**src/rtl/pa_ifu_spsram_ctrl.sv**
```systemverilog
// Access controller for the IFU 64x45 single-port SRAM macro: arbitrates read/write
// requests onto the active-low CEN/GWEN/WEN protocol and runs the invalidation sweep.
module pa_ifu_spsram_ctrl #(
  parameter int ADDR_WIDTH = 6,
  parameter int DATA_WIDTH = 45
) (
  input  logic                  forever_cpuclk,
  input  logic                  cpurst_b,
  input  logic                  inv_req,
  output logic                  inv_busy,
  input  logic                  rd_req,
  input  logic [ADDR_WIDTH-1:0] rd_idx,
  output logic                  rd_gnt,
  output logic                  rd_vld,
  output logic [DATA_WIDTH-1:0] rd_data,
  input  logic                  wr_req,
  input  logic [ADDR_WIDTH-1:0] wr_idx,
  input  logic [DATA_WIDTH-1:0] wr_data,
  input  logic [DATA_WIDTH-1:0] wr_mask,
  output logic                  wr_gnt,
  output logic [ADDR_WIDTH-1:0] sram_a,
  output logic                  sram_cen,
  output logic                  sram_gwen,
  output logic [DATA_WIDTH-1:0] sram_wen,
  output logic [DATA_WIDTH-1:0] sram_d,
  input  logic [DATA_WIDTH-1:0] sram_q
);

  typedef enum logic [1:0] {
    RST  = 2'd0,
    INIT = 2'd1,
    IDLE = 2'd2
  } state_t;

  state_t                state;
  logic [ADDR_WIDTH-1:0] sweep_cnt;
  logic [DATA_WIDTH-1:0] rd_hold_p1;

  always_ff @(posedge forever_cpuclk or negedge cpurst_b) begin
    if (!cpurst_b) begin
      state     <= RST;
      sweep_cnt <= '0;
    end else begin
      case (state)
        RST: begin
          state     <= INIT;
          sweep_cnt <= '0;
        end
        INIT: begin
          if (inv_req) begin
            sweep_cnt <= '0;
          end else begin
            // Wrapping out of the last index ends the sweep with no extra cycle.
            sweep_cnt <= sweep_cnt + 1'b1;
            if (&sweep_cnt) state <= IDLE;
          end
        end
        IDLE: begin
          if (inv_req) begin
            state     <= INIT;
            sweep_cnt <= '0;
          end
        end
        default: begin
          state     <= RST;
          sweep_cnt <= '0;
        end
      endcase
    end
  end

  assign inv_busy = (state != IDLE);

  // A pending invalidation blocks both requesters for the cycle; write wins over read.
  always_comb begin
    wr_gnt    = 1'b0;
    rd_gnt    = 1'b0;
    sram_cen  = 1'b1;
    sram_gwen = 1'b1;
    sram_wen  = '1;
    sram_a    = '0;
    sram_d    = '0;
    if (state == INIT) begin
      sram_cen  = 1'b0;
      sram_gwen = 1'b0;
      sram_wen  = '0;
      sram_a    = sweep_cnt;
    end else if (state == IDLE && !inv_req) begin
      if (wr_req) begin
        wr_gnt    = 1'b1;
        sram_cen  = 1'b0;
        sram_gwen = 1'b0;
        sram_wen  = ~wr_mask;
        sram_a    = wr_idx;
        sram_d    = wr_data;
      end else if (rd_req) begin
        rd_gnt   = 1'b1;
        sram_cen = 1'b0;
        sram_a   = rd_idx;
      end
    end
  end

  // p1: macro Q returns one cycle after the grant; the hold register keeps it afterwards.
  always_ff @(posedge forever_cpuclk or negedge cpurst_b) begin
    if (!cpurst_b) begin
      rd_vld     <= 1'b0;
      rd_hold_p1 <= '0;
    end else begin
      rd_vld <= rd_gnt;
      if (rd_vld) rd_hold_p1 <= sram_q;
    end
  end

  assign rd_data = rd_vld ? sram_q : rd_hold_p1;

endmodule

```
**config.mk**
```make
export PLATFORM = sky130hd
export DESIGN_NAME = pa_ifu_spsram_ctrl
export DESIGN_NICKNAME = d
export VERILOG_FILES = /design/src/rtl/pa_ifu_spsram_ctrl.sv
export SDC_FILE = /design/constraint.sdc
export NUM_CORES = 1
export LEC_CHECK = 0
export CAP_MARGIN = 20
export CELL_PAD_IN_SITES_DETAIL_PLACEMENT = 0
export CELL_PAD_IN_SITES_GLOBAL_PLACEMENT = 1
export CORE_ASPECT_RATIO = 1.1
export CORE_UTILIZATION = 21
export CTS_CLUSTER_DIAMETER = 60
export DETAILED_ROUTE_END_ITERATION = 6
export GPL_TIMING_DRIVEN = 0
export PLACE_DENSITY = 0.91
export SLEW_MARGIN = 20
export SYNTH_ARGS = -nofsm -noshare
export SYNTH_HDL_FRONTEND = slang
export SYNTH_SLANG_ARGS = --single-unit
```
**constraint.sdc**
```tcl
create_clock -name forever_cpuclk -period 4.7 [get_ports forever_cpuclk]
set_clock_uncertainty 0.1 [all_clocks]
set_input_delay 0.94 -clock forever_cpuclk [delete_from_list [all_inputs] [get_ports forever_cpuclk]]
set_output_delay 0.94 -clock forever_cpuclk [all_outputs]
set_load 0.03 [all_outputs]
```
# ---- After elaboration in Yosys (flattened, before gate mapping)
# Cells that the tools add are included.
dict set report word_totals {
  regBits 54
  in_bits 152
  out_inout_bits 147
  word_cells 49
}
dict set report classes {
  addsub 1
  n_eq_ne 6
  muxes 32
  bitwise_logic 1
  reduce_logical 5
}
# op count
set ops {}
lappend ops {{$mux 45} 7}
lappend ops {{$not 45->45} 1}
lappend ops {{$mux 6} 6}
lappend ops {{$mux 1} 14}
lappend ops {{$pmux 6 s2} 1}
lappend ops {{$ne 2x2->1 const B} 4}
lappend ops {{$add 6x1->6 const B} 1}
lappend ops {{$mux 2} 3}
lappend ops {{$pmux 2 s3} 1}
lappend ops {{$reduce_and 6->1} 1}
lappend ops {{$reduce_and 3->1} 1}
lappend ops {{$eq 2x1->1 const B} 1}
lappend ops {{$eq 2x2->1 const B} 1}
lappend ops {{$logic_not 2->1} 1}
lappend ops {{$logic_and 1x1->1} 1}
lappend ops {{$logic_not 1->1} 1}

# ---- Depth between registers and ports, before layout
# Gate-level depths: netlist of run 1.
dict set report logic_depth {
  ltp_word 4
  depth_mapped 5
  mapped_depth_nobuf 4
}

# ---- Worst setup path after synthesis of run 1
# OpenSTA, ideal clock, no wires.
dict set report synth_path {
  kind {input to output}
  start {input inv_req}
  end {output sram_wen[36]}
  arrival_time_ps 2146
  required_ps 3660
  setup_slack_ps 1514
  stages 5
  path_buffers 3
  path_cell_list {and4bb_1 > buf_2 > buf_6 > buf_2 > a21oi_1}
}
dict set report synth_via {
  elab_chain_len 4
}
# item line
set synth_rtl {}
lappend synth_rtl {{from (decl)} 9} ;# input logic inv_req,
lappend synth_rtl {{$logic_not 1->1} 88} ;# end else if (state == IDLE && !inv_req) begin
lappend synth_rtl {{$logic_and 1x1->1} 88}
lappend synth_rtl {{$mux 45} 88}
lappend synth_rtl {{$mux 45} 83} ;# if (state == INIT) begin
lappend synth_rtl {{to (decl)} 24} ;# output logic [DATA_WIDTH-1:0] sram_wen,
# Every way passes these cells.

# ---- Worst setup path in the final report of run 1
dict set report layout_path {
  start {input inv_req}
  end {output sram_gwen}
}
dict set report layout_via {
  elab_chain_len 4
}
# item line
set layout_rtl {}
lappend layout_rtl {{$logic_not 1->1} 88}
lappend layout_rtl {{$logic_and 1x1->1} 88}
lappend layout_rtl {{$mux 1} 88}
lappend layout_rtl {{$mux 1} 83}
lappend layout_rtl {{to (decl)} 23} ;# output logic sram_gwen,
# Every way passes these cells.

==> results of run 1 <==
==> cell usage after synthesis (all sizes together) <==
cell,count,area share [%]
dfrtp,54,48
a21oi,47,8.3
and2,45,9.9
mux2,45,18
buf,15,2.8
clkbuf,8,1.1
a21o,6,1.6
a22o,6,1.9
nor2,6,0.79
a22oi,2,0.53
nand2,2,0.26
nand2b,2,0.44
nor2b,2,0.53
xor2,2,0.62
a311oi,1,0.31
a41oi,1,0.31
and2b,1,0.35
and3,1,0.22
and4b,1,0.35
and4bb,1,0.44
ha,1,0.44
inv,1,0.13
mux2i,1,0.35
nand3,1,0.18
nand4,1,0.22
nor3,1,0.18
nor4b,1,0.84
o22ai,1,0.22
o311ai,1,0.31
o32ai,1,0.31
or4,1,0.26
xnor2,1,0.31
==> worst max-delay path, stage by stage <==
cell and delay [ns]:
clkdlybuf4s50_1 0.55, and4bb_1 0.23, buf_2 0.18, buf_6 0.15
buf_2 0.17, nor2_1 0.23, clkdlybuf4s50_1 0.72
==> layer usage <==
layer | GRT usage, % | share of wire (%)
met1 | 19.9 | 41
met2 | 27.1 | 49
met3 | 4.23 | 8.0
met4 | 6.17 | 2.3
met5 | 0 | 0
==> logic make-up (layout without fill, tap and decap cells) <==
kind of cell             after synthesis  in the layout
AO/OA/AOI/OAI                         66             66
adder cells (fa/ha/maj)                1              1
XOR/XNOR                               3              3
buffers and inverters                 24            330
multiplexers                          46             46
AND/OR/NAND/NOR                       66             66
flip-flops                            54             54
==> layout by cell type (no fill, tap or decap), drive strengths merged, types with 2 or more instances in the layout <==
master	netlist	routed
a21o	6	6
a21oi	47	47
a22o	6	6
a22oi	2	2
and2	45	45
buf	15	16
clkbuf	8	14
clkdlybuf4s50	0	297
dfrtp	54	54
inv	1	2
mux2	45	45
nand2	2	2
nand2b	2	2
nor2	6	6
nor2b	2	2
xor2	2	2
==> area by class of cell <==
type	count	area share [%]
clock buffer	6	2.25
tap	161	3.26
sequential	54	21.9
timing repair buffer	298	48.3
clock inverter	2	0.264
inverter	1	0.0608
multi-input combinational	182	22.2
buffer	23	1.76
==> how the worst min path moves through the flow <==
stage	end	from	slack [ns]	depth (start not counted)
detailed placement	rd_hold_p1[24]	rd_hold_p1[24]	0.39	1
global route	rd_hold_p1[43]	rd_hold_p1[43]	0.41	1
floorplan	sweep_cnt[3]	sweep_cnt[3]	0.40	1
global placement	rd_hold_p1[20]	rd_hold_p1[20]	0.38	1
CTS	rd_hold_p1[20]	rd_hold_p1[20]	0.40	1
finish	rd_hold_p1[20]	rd_hold_p1[20]	0.40	1
==> power by group through the flow <==
stage / combinational, uW / clock, uW / sequential (uW)
finish: 214 / 374 / 482
global route: 227 / 407 / 483
CTS: 216 / 392 / 482
detailed placement: 215 / 0 / 491
global placement: 212 / 0 / 490
floorplan: 48.3 / 0 / 489
==> metrics by stage <==
stage	hold WS [ns]	setup WS (ns)
floorplan	0.399	1.51
global placement	0.379	0.501
detailed placement	0.385	0.493
CTS	0.402	0.481
global route	0.412	0.299
finish	0.397	0.483
==> sequential cells by signal, summed over array words and instances, names as in the netlist <==
name / flops
rd_vld: 1
rd_hold_p1: 45
sweep_cnt: 6
state: 2
==> run metrics, run 1 <==
critical setup path kind in2out; post-layout min period 4.22 ns; Synth Warn # 0; CP Data Required Time 3.66 ns; Mapped Cells 260; placed cell count 719; unrepaired setup endpoints after global routing false; endpoint class of the critical path primary output; Tot Pwr 1070 uW; final WL 12100 um; vias in the first global route 3253; CTS root buffer clkbuf_16; clock share of power 35.0%; Worst-path clk slew 0.07 ns; Iter 0 DRT Violations 145; Finished Layout Cells 727; Area growth syn-to-layout 118%; CP Max Fanout 10; FF-to-FF setup slack 2.98 ns; DP Area 6020 sq um; worst skew pair latency 0.29 ns; routed len/inst 16.7 um; DR vias 3298; Core Region 13200 sq um; Slew Limit Fails 0; area share of and/or/nand/nor cells after synthesis 15.0%; ANT nets after route 0; Int Pwr 833 uW; Critical Path Start Type primary input; Max Fclk 237 MHz; R2R cell count 3; IO Pins 299; maximum root-to-sink buffer count 2; Psw 237 uW; final worst-path cycle share 89.7%; first-pass GRT wire length 17100 um; RR Startpoint state[1]; synthesized flop and latch total 54; # port buffers 298; Switching Fraction 22.2%; final estimated routing congestion in global placement 0.765; max_cap viols 0; PwrDens 173 nW/um^2; mux share of post-synthesis cell area 18.2%; sequential share of power 45.0%; Slew headroom 54.9%; Die Area 14000 sq um; final core occ 46.9%; Min-Delay Path Class reg2reg; final setup violation count 0; Finished Cell Area 6170 sq um; Post-Syn Area 2830 sq um; area of the multi-input gates 1370 sq um; Comb pwr share 20.0%; # hold bufs at CTS 0; largest net degree at the start of global routing 55; initial antenna violation count 0; CTS resizes 0; Initial Util 21.5%; Syn Nets 413; CTS tree done; crit path launch inv_req; # fillers 1210; Inserted Clock Buffers 5; Critical Path AT 3.18 ns; FF+latch area 1350 sq um; GR Util All Layers 16.1%; r2r endpoint rd_vld; drt first pass iters 6; Post-CTS Setup Bufs 0; die height 124 um; setup TNS 0 ns; HPWL after DPL 10100 um; post-synth cell types 35; Remaining Overflow, GRT 0; Final Net Count 718; Chip Width 113 um; register area share after synthesis 47.7%; htree depth 2; n_diodes 0; leakage power 0.00266 uW; main combinational cell family by area after synthesis multiplexers; Remaining DRCs 0; Syn Area/Cell 10.9 sq um; Compound-Gate Fraction of Synth Area 13.7%; Slew @ Worst Pin 0.676 ns; maximum vdd drop 0.000121 V; capture point of the critical path sram_gwen; number of placement rows 44; via/cell ratio 4.54; fraction of the mapped netlist area in adder cells 0.442%; Post-Synth XOR/XNOR Area 0.927%; Final Hold Fails 0; status completed; clk sinks 54; layout cell share with drive strength beyond 1 12.5%
(Power assumes the default switching activity.)
==> run 2, diff against run 1 <==
--- a/config.mk
+++ b/config.mk
@@ -9,12 +9,13 @@
 export CELL_PAD_IN_SITES_DETAIL_PLACEMENT = 0
 export CELL_PAD_IN_SITES_GLOBAL_PLACEMENT = 1
 export CORE_ASPECT_RATIO = 1.1
+export CORE_MARGIN = 2
 export CORE_UTILIZATION = 21
 export CTS_CLUSTER_DIAMETER = 60
 export DETAILED_ROUTE_END_ITERATION = 6
 export GPL_TIMING_DRIVEN = 0
 export PLACE_DENSITY = 0.91
-export SLEW_MARGIN = 20
+export REMOVE_ABC_BUFFERS = 1
 export SYNTH_ARGS = -nofsm -noshare
 export SYNTH_HDL_FRONTEND = slang
 export SYNTH_SLANG_ARGS = --single-unit
==> run 2 against run 1 <==
Core utilization down 0.73 points. Flip-flop and latch count stayed put. Critical path depth shrank 1. Clock power fell by 5%. Critical endpoint is now sram_a[3]. Largest cell class unchanged.
==> run metrics, run 2 (synthesis results as in run 1) <==
status completed; Die Area 14400 sq um; Final Hold Fails 0; Core Region 13200 sq um; Inserted Clock Buffers 5; final setup violation count 0; FF-to-FF setup slack 2.81 ns; die height 126 um; HPWL after DPL 11100 um; leakage power 0.00260 uW; max_cap viols 0; Slew Limit Fails 0; crit path max-delay cell type clkdlybuf4s50_1; vias in the first global route 3259; R2R cell count 3; Slew @ Worst Pin 0.953 ns; commonest non-fill, non-tap cell in the layout clkdlybuf4s50_1; # fillers 1248; Remaining DRCs 0; Finished Layout Cells 707; htree depth 2; maximum vdd drop 0.000130 V; routed len/inst 18.6 um; Finished Cell Area 6100 sq um; number of placement rows 44; via/cell ratio 4.44; final estimated routing congestion in global placement 0.752; final WL 13200 um; PwrDens 172 nW/um^2; Min Hold Slack 0.397 ns; CP Data Required Time 3.66 ns; Largest register FFs 45; DR vias 3139; critical setup path kind in2out; crit path launch inv_req; Post-CTS Setup Bufs 0; Largest Register rd_hold_p1; CTS root buffer clkbuf_16; Max Fclk 220 MHz; # port buffers 298; RR Startpoint state[1]; top cell family by delay on the critical path buffers and inverters; Area growth syn-to-layout 115%; post-layout min period 4.54 ns; Chip Width 115 um; largest net degree at the start of global routing 95; drt first pass iters 4; final worst-path cycle share 96.6%; Critical Path AT 3.50 ns; CTS tree done; first-pass GRT wire length 18900 um; FF+latch area 1350 sq um; Iter 0 DRT Violations 75; slowest cell delay on critical path 0.67 ns; Slew headroom 36.5%; Tot Pwr 1050 uW; most frequent cells in the layout 297 x clkdlybuf4s50_1, 53 x dfrtp_1, 47 x a21oi_1; Final Net Count 697; IO Pins 299; ANT nets after route 0; critical path, cell by cell clkdlybuf4s50_1, and4bb_4, buf_16, a22o_1, a21o_1, clkdlybuf4s50_1; capture point of the critical path sram_a[3]; final core occ 46.2%; Buf/Inv on CP 3; most repeated library cell on the critical path clkdlybuf4s50_1; GR Util All Layers 17.2%; r2r endpoint sweep_cnt[3]; clk sinks 54; CP Max Fanout 94; area of the multi-input gates 1370 sq um; Worst-path clk slew 0.07 ns; Remaining Overflow, GRT 0; layout cell share with drive strength beyond 1 11.2%; placed cell count 698; Critical Path Start Type primary input; maximum root-to-sink buffer count 2; worst skew pair latency 0.28 ns; # hold bufs at CTS 0; unrepaired setup endpoints after global routing false; CTS resizes 0; critical path depth 6; DP Area 5960 sq um; Min-Delay Path Class reg2reg; initial antenna violation count 2; Initial Util 21.4%; Largest regs rd_hold_p1: 45 flops, sweep_cnt: 6 flops, state: 2 flops; endpoint class of the critical path primary output
==> run 2: changes by cell type in the layout (fill, tap and decap cells not counted), sizes merged <==
cell | before | now
clkinv | 0 | 1
buf | 16 | 3
diode | 0 | 2
clkbuf | 14 | 5
clkinvlp | 1 | 0
==> run 2: power breakdown <==
group / switching (uW) / total [uW] / internal (uW) / leakage, uW
Clock: 159 / 355 / 196 / 0.0000701
Sequential: 6.17 / 482 / 476 / 0.000734
Combinational: 69.1 / 213 / 144 / 0.00179
==> run 2: metal layers <==
layer / track usage (%) / wire length (um)
met4: 3.54 / 148
met5: 0 / 0
met3: 6.35 / 1340
met2: 31.2 / 6830
met1: 19.1 / 4840
==> run 2: worst register-to-register path, stage by stage, from the launching register on <==
cell and delay (ns):
dfrtp_1 0.45, and2b_4 0.74, a41oi_1 0.23, a311oi_1 0.27
==> run 2: how the worst min path moves through the flow <==
stage,start,slack (ns),depth (start not counted),end
floorplan,sweep_cnt[3],0.39,1,sweep_cnt[3]
global placement,rd_hold_p1[23],0.38,1,rd_hold_p1[23]
detailed placement,rd_hold_p1[44],0.38,1,rd_hold_p1[44]
CTS,rd_hold_p1[44],0.40,1,rd_hold_p1[44]
global route,rd_hold_p1[18],0.41,1,rd_hold_p1[18]
finish,rd_hold_p1[18],0.40,1,rd_hold_p1[18]
==> run 2: cell type report <==
cell class	instances	area share, %
Inverter	1	0.0615
Multi-Input combinational cell	182	22.5
Clock inverter	2	0.226
Timing Repair Buffer	300	49.6
Sequential cell	54	22.2
Clock buffer	5	2.05
Antenna cell	2	0.0820
Tap cell	161	3.30
==> run 2: stage by stage <==
step | worst slack, ns | TNS [ns]
6_report | 0.162 | 0
3_3_place_gp | -1.54 | -123.72
3_5_place_dp | 0.150 | 0
2_1_floorplan | 0.342 | 0
4_1_cts | 0.147 | 0
5_1_grt | 0.0431 | 0
==> run 3, diff against run 2 <==
--- a/config.mk
+++ b/config.mk
@@ -14,7 +14,7 @@
 export CTS_CLUSTER_DIAMETER = 60
 export DETAILED_ROUTE_END_ITERATION = 6
 export GPL_TIMING_DRIVEN = 0
-export PLACE_DENSITY = 0.91
+export PLACE_DENSITY_LB_ADDON = 0.1
 export REMOVE_ABC_BUFFERS = 1
 export SYNTH_ARGS = -nofsm -noshare
 export SYNTH_HDL_FRONTEND = slang
==> run 3 against run 2 <==
Non-clock buffer count rose by 1. Combinational power fell by 2%. Sequential power barely moved. Clock power rose by 8.5%. Die area did not move. Core utilization rose by 0.29 points. Flip-flop and latch count did not move. Largest cell class unchanged.
==> run metrics, run 3 (synthesis results as in run 1) <==
status completed; Int Pwr 833 uW; Remaining DRCs 0; Critical Path Start Type primary input; final setup violation count 0; initial antenna violation count 7; Psw 241 uW; setup TNS 0 ns; CP Max Fanout 97; PwrDens 175 nW/um^2; IO Pins 299; max_cap viols 0; worst setup margin 0.230 ns; largest net degree at the start of global routing 98; CP Data Required Time 3.66 ns; Largest register FFs 45; Slew @ Worst Pin 0.699 ns; CTS root buffer clkbuf_16; Max Fclk 224 MHz; Slew headroom 53.4%; Area growth syn-to-layout 117%; critical setup path kind in2out; via/cell ratio 4.32; clk sinks 54; DR vias 3068; Worst-path clk slew 0.07 ns; # port buffers 298; number of placement rows 44; die height 126 um; htree depth 2; Largest Register rd_hold_p1; worst skew pair latency 0.29 ns; vias in the first global route 3099; HPWL after DPL 10000 um; Inserted Clock Buffers 5; final worst-path cycle share 95.1%; Min-Delay Path Class reg2reg; leakage power 0.00261 uW; # hold bufs at CTS 0; Final Hold Fails 0; layout cell share with drive strength beyond 1 11.5%; clock share of power 35.9%; CTS tree done; Chip Width 115 um; Critical Path AT 3.43 ns; Comb pwr share 19.3%; Switching Fraction 22.4%; unrepaired setup endpoints after global routing false; Remaining Overflow, GRT 0; post-layout min period 4.47 ns; drt first pass iters 4; maximum root-to-sink buffer count 2; final estimated routing congestion in global placement 0.765; endpoint class of the critical path primary output; ANT nets after route 0; Largest regs rd_hold_p1: 45 flops, sweep_cnt: 6 flops, state: 2 flops; worst slack, placed 0.216 ns; Post-CTS Setup Bufs 0; GR Util All Layers 16.3%; maximum vdd drop 0.000198 V; routed len/inst 17.3 um; Die Area 14400 sq um; Core Region 13200 sq um; CTS resizes 0; Iter 0 DRT Violations 134; Final Net Count 698; first-pass GRT wire length 18000 um; sequential share of power 44.8%; Slew Limit Fails 0; commonest non-fill, non-tap cell in the layout clkdlybuf4s50_1; Initial Util 21.4%; final WL 12300 um; most frequent cells in the layout 297 x clkdlybuf4s50_1, 53 x dfrtp_1, 47 x a21oi_1
## run 3: cell types whose count changed in the layout (fill, tap and decap cells not counted), sizes merged
cell / before / now
buf: 3 / 4
clkbuf: 5 / 6
clkinv: 1 / 0
clkinvlp: 0 / 1
diode: 2 / 3
## run 3: power by group through the flow
stage	Combinational, uW	Sequential, uW	Clock, uW
detailed placement	210	491	0
floorplan	47.3	489	0
CTS	211	481	406
finish	208	481	385
global placement	206	490	0
global route	222	483	423
## run 3: through the flow
| step | total power, uW | cells | utilization (%) | area (sq um) | hold WS (ns) |
|---|---|---|---|---|---|
| 2_1_floorplan | 536 | 237 | - | 2730 | 0.391 |
| 3_3_place_gp | 697 | 696 | 44.7 | 5910 | 0.381 |
| 3_5_place_dp | 701 | 699 | 45.2 | 5980 | 0.385 |
| 4_1_cts | 1100 | 707 | 46.4 | 6130 | 0.402 |
| 5_1_grt | 1130 | 708 | 46.4 | 6130 | 0.409 |
| 6_report | 1070 | 710 | 46.5 | 6140 | 0.397 |
## run 3: worst max-delay path: stages
cell and delay [ns]:
clkdlybuf4s50_1 0.68, and4bb_4 0.51, buf_16 0.29, a22o_1 0.20
a21o_1 0.08, clkdlybuf4s50_1 0.71
## run 3: final cells by class
| cell class | instances | area (sq um) |
|---|---|---|
| fillers | 1304 | 7070 |
| repair buffers | 301 | 3050 |
| multi-input cells | 182 | 1370 |
| flip-flops and latches | 54 | 1350 |
| well taps | 161 | 201 |
| clock buffers | 6 | 139 |
| clock inverters | 2 | 16.3 |
| diodes | 3 | 7.51 |
| inverters | 1 | 3.75 |
## run 3: final timing paths
kind,startpoint,to,slack (ns),depth (start not counted)
worst max-delay path,inv_req,sram_a[4],0.23,6
worst min-delay path,rd_hold_p1[13],rd_hold_p1[13],0.40,1
worst max register to register,state[1],sweep_cnt[3],2.85,3
worst min register to register,rd_hold_p1[13],rd_hold_p1[13],0.40,1
max in group asynchronous,cpurst_b,rd_vld,3.43,2
min in group asynchronous,cpurst_b,rd_hold_p1[39],0.50,1
## run 3: routing by layer
metal / vias up / routed length (um) / GRT usage (%)
met2: 154 / 6210 / 29.3
met3: 16 / 1480 / 7.70
met1: 1414 / 4380 / 17.2
li1: 1478 / - / -
met5: - / 41 / 0
met4: 6 / 179 / 3.76
